==> src/rtl/sfifo_lowthresh_if.sv <==
// Handshake bundle for sfifo_lowthresh: write side, read side and low-water threshold.
// slave = the FIFO, master = the producer/consumer driving it.
interface sfifo_lowthresh_if #(
    parameter int BW     = 8,
    parameter int LGFLEN = 4
);
    logic              i_wr;
    logic [BW-1:0]     i_data;
    logic              o_full;
    logic [LGFLEN:0]   o_fill;
    logic              i_rd;
    logic [BW-1:0]     o_data;
    logic              o_empty;
    logic [LGFLEN:0]   i_threshold;
    logic              o_int;

    modport slave (
        input  i_wr, i_data, i_rd, i_threshold,
        output o_full, o_fill, o_data, o_empty, o_int
    );

    modport master (
        output i_wr, i_data, i_rd, i_threshold,
        input  o_full, o_fill, o_data, o_empty, o_int
    );
endinterface

==> src/rtl/sfifo_lowthresh.sv <==
// Synchronous FIFO with a registered low-water flag: o_int is high while the
// FIFO holds at most i_threshold elements, asking the producer to refill.
module sfifo_lowthresh #(
    parameter int BW             = 8,
    parameter int LGFLEN         = 4,
    parameter bit OPT_ASYNC_READ = 1'b1
) (
    input  logic                i_clk,
    input  logic                i_reset,
    sfifo_lowthresh_if.slave    bus
);
    localparam int FLEN = 1 << LGFLEN;
    localparam int CW   = LGFLEN + 2;

    logic [BW-1:0]   r_mem [0:FLEN-1];
    logic [LGFLEN:0] r_wr_addr = '0;
    logic [LGFLEN:0] r_rd_addr = '0;
    logic            r_int     = 1'b1;

    logic [LGFLEN:0] w_fill;
    logic            w_full;
    logic            w_empty;
    logic            w_wr;
    logic            w_rd;
    logic [LGFLEN:0] w_rd_next;
    logic [CW-1:0]   w_fill_x;
    logic [CW-1:0]   w_thr_x;
    logic [CW-1:0]   w_cmp;

    assign w_fill   = r_wr_addr - r_rd_addr;
    assign w_full   = (w_fill == (LGFLEN+1)'(FLEN));
    assign w_empty  = (w_fill == '0);
    assign w_wr     = bus.i_wr && !w_full && !i_reset;
    assign w_rd     = bus.i_rd && !w_empty && !i_reset;
    assign w_rd_next = i_reset ? '0 : (r_rd_addr + {{LGFLEN{1'b0}}, w_rd});

    assign w_fill_x = {1'b0, w_fill};
    assign w_thr_x  = {1'b0, bus.i_threshold};

    // Fill count the FIFO will hold after this edge, widened so fill+1 cannot wrap.
    always_comb begin
        w_cmp = w_fill_x;
        case ({w_wr, w_rd})
            2'b10:   w_cmp = w_fill_x + CW'(1);
            2'b01:   w_cmp = w_fill_x - CW'(1);
            default: w_cmp = w_fill_x;
        endcase
    end

    always_ff @(posedge i_clk) begin
        if (i_reset) begin
            r_wr_addr <= '0;
            r_rd_addr <= '0;
            r_int     <= 1'b1;
        end else begin
            if (w_wr)
                r_wr_addr <= r_wr_addr + 1'b1;
            if (w_rd)
                r_rd_addr <= r_rd_addr + 1'b1;
            r_int <= (w_cmp <= w_thr_x);
        end
    end

    always_ff @(posedge i_clk) begin
        if (w_wr)
            r_mem[r_wr_addr[LGFLEN-1:0]] <= bus.i_data;
    end

    generate
        if (OPT_ASYNC_READ) begin : g_async_rd
            assign bus.o_data = r_mem[r_rd_addr[LGFLEN-1:0]];
        end else begin : g_sync_rd
            logic [BW-1:0] r_data = '0;

            // A write landing on the slot that becomes the head must bypass the memory.
            always_ff @(posedge i_clk) begin
                if (w_wr && (r_wr_addr == w_rd_next))
                    r_data <= bus.i_data;
                else
                    r_data <= r_mem[w_rd_next[LGFLEN-1:0]];
            end

            assign bus.o_data = r_data;
        end
    endgenerate

    assign bus.o_fill  = w_fill;
    assign bus.o_full  = w_full;
    assign bus.o_empty = w_empty;
    assign bus.o_int   = r_int;
endmodule

==> src/flat_wrapper.sv <==
// flat-port wrapper written by rule: the top's interface ports become plain ports
module sfifo_lowthresh_flat 
#(
    parameter int BW             = 8,
    parameter int LGFLEN         = 4,
    parameter bit OPT_ASYNC_READ = 1'b1
)
  (i_clk, i_reset, bus_i_wr, bus_i_data, bus_i_rd, bus_i_threshold, bus_o_full, bus_o_fill, bus_o_data, bus_o_empty, bus_o_int);
  sfifo_lowthresh_if #(.BW(BW), .LGFLEN(LGFLEN)) bus_i ();
  input  logic i_clk;
  input  logic i_reset;
  input wire logic [$bits(bus_i.i_wr)-1:0] bus_i_wr;
  input wire logic [$bits(bus_i.i_data)-1:0] bus_i_data;
  input wire logic [$bits(bus_i.i_rd)-1:0] bus_i_rd;
  input wire logic [$bits(bus_i.i_threshold)-1:0] bus_i_threshold;
  output wire logic [$bits(bus_i.o_full)-1:0] bus_o_full;
  output wire logic [$bits(bus_i.o_fill)-1:0] bus_o_fill;
  output wire logic [$bits(bus_i.o_data)-1:0] bus_o_data;
  output wire logic [$bits(bus_i.o_empty)-1:0] bus_o_empty;
  output wire logic [$bits(bus_i.o_int)-1:0] bus_o_int;
  assign bus_i.i_wr = bus_i_wr;
  assign bus_i.i_data = bus_i_data;
  assign bus_i.i_rd = bus_i_rd;
  assign bus_i.i_threshold = bus_i_threshold;
  assign bus_o_full = bus_i.o_full;
  assign bus_o_fill = bus_i.o_fill;
  assign bus_o_data = bus_i.o_data;
  assign bus_o_empty = bus_i.o_empty;
  assign bus_o_int = bus_i.o_int;
  sfifo_lowthresh #(.BW(BW), .LGFLEN(LGFLEN), .OPT_ASYNC_READ(OPT_ASYNC_READ)) u_core (.i_clk(i_clk), .i_reset(i_reset), .bus(bus_i));
endmodule
==> config.mk <==
export PLATFORM = sky130hd
export DESIGN_NAME = sfifo_lowthresh_flat
export DESIGN_NICKNAME = d
export VERILOG_FILES = /design/src/rtl/sfifo_lowthresh_if.sv /design/src/rtl/sfifo_lowthresh.sv /design/src/flat_wrapper.sv
export SDC_FILE = /design/constraint.sdc
export NUM_CORES = 1
export LEC_CHECK = 0
export CAP_MARGIN = 5
export CORE_MARGIN = 5
export CORE_UTILIZATION = 43
export CTS_BUF_LIST = sky130_fd_sc_hd__clkbuf_4
export DETAILED_ROUTE_END_ITERATION = 10
export GPL_ROUTABILITY_DRIVEN = 1
export SLEW_MARGIN = 25
export SYNTH_ARGS = -nofsm -noshare
export SYNTH_HDL_FRONTEND = slang
export SYNTH_SLANG_ARGS = --single-unit
==> constraint.sdc <==
create_clock -name i_clk -period 8.65 [get_ports i_clk]
set_input_delay 1.73 -clock i_clk [delete_from_list [all_inputs] [get_ports i_clk]]
set_output_delay 1.73 -clock i_clk [all_outputs]
set_load 0.02 [all_outputs]
==> results_dict.tcl <==
set metrics [dict create \
    status "finished, final reports clean" \
    grt_pass1_wl_um 18910 \
    cp.arrival_ps 5730 \
    clkTransAtPathRegs_ps 110 \
    diodes 0 \
    buffer_ports.inserted 32 \
    grt.total_usage_pct 15.81 \
    drt.antenna.violating_nets 0 \
    peakVddDrop_mv 0.3293 \
    setup_viol 0 \
    yosysSeqAreaShare_pct 67.43 \
    worstMarginPinSlew_ps 953.7 \
    slew_viol_final 0 \
    layout_common_cells "edfxtp_1, mux4_2, clkdlybuf4s50_1" \
    grtUsageMet1_pct 20.86 \
    fp.dieArea_sq_um 16780 \
    insertion_delay_ps 530 \
    regToRegSetupSlack_ps 3330 \
    start_kind "flop" \
    p_int_mw 1.284 \
    final_common_cell "edfxtp_1" \
    crit_end "u_core.bus.o_int" \
    end_kind "flop" \
    powerDensity_nw_per_um2 280.0 \
    routedWlPerCell_um 20.93 \
    clkSinkCount 143 \
    slowest_stage "a211oi_4" \
    top_usage_layer "met2" \
    drive_gt1_share_pct 19.85 \
    chipHeight_um 129.6 \
    synth_seq_cells 143 \
    ys_types 44 \
    cp.buffers_inverters 3 \
    cts_max_path_buffers 2 \
    area_growth_pct 11.81 \
    grt_pass1_vias 3262 \
    r2r_start "u_core.r_wr_addr[0]" \
    syn_area_sq_um 6146 \
    use_met3_pct 4.699 \
    hold_path_class "reg -> reg" \
    cts_tree "built" \
    clock.fmax_ghz 0.1881 \
    p_clk_share_pct 19.1 \
    worstSetupPathDepth 21 \
    power_frac_seq_pct 41.3 \
    grt_max_degree 33 \
    place_congestion 0.7593 \
    finalCritPeriodShare_pct 61.47 \
    fill_cells 1176 \
    num_io_pins 33 \
    first_pass_iters 4 \
    tns_ps 0 \
    crit_top_cell "ha_1" \
    path_max_fanout 16 \
    vias 3101 \
    path_cells "inv_1 > ha_1 > fa_1 > nand2b_1 > a21oi_1 > xor2_2 > inv_4 > a211oi_4 > inv_1 > ha_1 > xnor2_1 > ha_1 > a211oi_1 > a311o_1 > a311oi_1 > xnor2_1 > ha_1 > nand3_1 > o22ai_1 > o22ai_1 > o21bai_1" \
    hold_viol 0 \
    path_delay_family "compound AO/OA/AOI/OAI gates" \
    fin_nets 415 \
    p_sw_share_pct 33.28 \
    synthCells 343 \
    critPathMaxStageDelay_ps 500 \
    finClkSkew_ps 10.66 \
    reg2reg_to "u_core.bus.o_int" \
    power_frac_comb_pct 39.6 \
    critPathLaunch "u_core.r_wr_addr[0]" \
    holdBufCountCts 0 \
    finalPower_mw 1.924 \
    crit_type "reg -> reg" \
    max-cap-violations 0 \
    routed_wl_um 11990 \
    use_met2_pct 25.03 \
    synth_warnings 0 \
    power.switching_uw 640.3 \
    clock-root-buffer "clkbuf_4" \
    htree_levels 4 \
    antenna_found_initial 0 \
    period_minus_slack_ps 5317 \
    worstPathRequired_ps 9070 \
    rsz0062_at_grt "false" \
    drc_errors 0 \
    syn-num-nets 378 \
    grt_overflow 0 \
    postCtsSetupBuffers 0 \
    drtIter0Drc 231 \
    cts_made_buffers 17 \
    ctsResizeCount 0 \
    coreArea_sq_um 13930 \
    syn_area_per_cell_sq_um 17.92 \
    leakage_nw 2.268 \
    routed_via_density 5.412 \
    maxSlewHeadroom_pct 36.18 \
    die_x_um 129.6 \
    initial_utilization_pct 44.11 \
    r2r_cells 21 \
    hpwl_um 7728 \
    rows 43 \
]
how the worst min path moves through the flow:
stage | startpoint | end | slack, ps | cells after the start
4_1_cts | u_core.r_rd_addr[4] | u_core.r_rd_addr[4] | 570 | 2
3_3_place_gp | u_core.r_rd_addr[4] | u_core.r_rd_addr[4] | 520 | 2
6_report | u_core.r_rd_addr[4] | u_core.r_rd_addr[4] | 550 | 2
2_1_floorplan | u_core.r_rd_addr[4] | u_core.r_rd_addr[4] | 500 | 2
5_1_grt | u_core.r_rd_addr[3] | u_core.r_rd_addr[3] | 590 | 2
3_5_place_dp | u_core.r_rd_addr[4] | u_core.r_rd_addr[4] | 540 | 2
sequential cells by signal, indices dropped and copies added (netlist names), named ones only:
name,flops
u_core.r_mem,128
u_core.r_rd_addr,5
u_core.r_wr_addr,5
u_core.bus.o_int,1
per-layer routing:
layer / part of all wire [%] / routed length (um)
met1: 45 / 5365
met2: 49 / 5869
met3: 4.2 / 507
met4: 2.1 / 251
met5: 0 / 0
Yosys cell counts (all sizes together):
cell type  instances  area share [%]
o21ai              3            0.31
and2               2            0.20
xnor2             12             1.7
a311oi             1            0.14
a21oi             10             1.0
a21boi             1            0.12
and3              15             1.5
nor2b              5            0.51
mux2               1            0.18
clkbuf             8            0.49
or3                1            0.18
nor3               4            0.41
edfxtp           128              63
o22ai              2            0.20
mux4              40              15
buf                8            0.69
fa                 1            0.33
and3b              1            0.14
ha                17             3.5
a21o               1            0.12
nand4              3            0.31
nand3              4            0.33
mux2i              2            0.33
a22oi              1            0.12
a2111oi            1            0.14
nor2              18             1.1
a211oi             4            0.69
dfxtp             15             4.9
nand4b             1            0.14
xor2               7             1.1
o21bai             1            0.12
nand2b             2            0.20
nand2              7            0.47
inv               15            0.96
a311o              1            0.16
cell families (layout without fill, tap and decap cells):
logic type | count (synthesis) | count (layout) | synth area share [%]
compound gates | 26 | 26 | 3.135
xor+xnor | 19 | 19 | 2.830
fa+ha+maj | 18 | 18 | 3.787
buf+inv | 31 | 81 | 2.138
flops | 143 | 143 | 67.43
mux | 43 | 43 | 15.17
simple gates | 63 | 63 | 5.517
through the flow:
| stage | setup WS (ps) | instances | hold slack [ps] | cell area (sq um) | util (%) |
|---|---|---|---|---|---|
| after detailed placement | 2970 | 541 | 537.1 | 6635 | 47.62 |
| after CTS | 3342 | 573 | 565.7 | 6872 | 49.31 |
| after global routing | 2955 | 573 | 594.7 | 6872 | 49.31 |
| final | 3333 | 573 | 550.4 | 6872 | 49.31 |
| after global placement | 3069 | 541 | 524.6 | 6635 | 47.62 |
| after floorplan | 3947 | 343 | 503.3 | 6146 | - |
final cells by class:
class	count	area, sq um	area share (%)
clock buffer	22	165.2	2.403
inverter	15	58.81	0.8558
sequential	143	4145	60.32
clock inverter	10	71.32	1.038
tap	180	225.2	3.277
multi-input combinational	169	1871	27.22
timing repair buffer	34	335.3	4.880
power by group through the flow:
stage / Clock, mW / Combinational (mW) / Sequential [mW]
floorplan: 0 / 0.549 / 0.807
global placement: 0 / 0.768 / 0.810
detailed placement: 0 / 0.773 / 0.811
CTS: 0.376 / 0.777 / 0.795
global route: 0.412 / 0.836 / 0.799
finish: 0.367 / 0.762 / 0.795
worst register-to-register path, cell delays in order (launching register included):
cell,delay (ps)
dfxtp_1,440
inv_1,120
ha_1,220
fa_1,390
nand2b_1,160
a21oi_1,220
xor2_2,470
inv_4,160
a211oi_4,500
inv_1,160
ha_1,420
xnor2_1,230
ha_1,210
a211oi_1,80
a311o_1,340
a311oi_1,300
xnor2_1,160
ha_1,260
nand3_1,90
o22ai_1,70
o22ai_1,150
o21bai_1,80
Note: power is estimated with default switching activity, not from simulation.
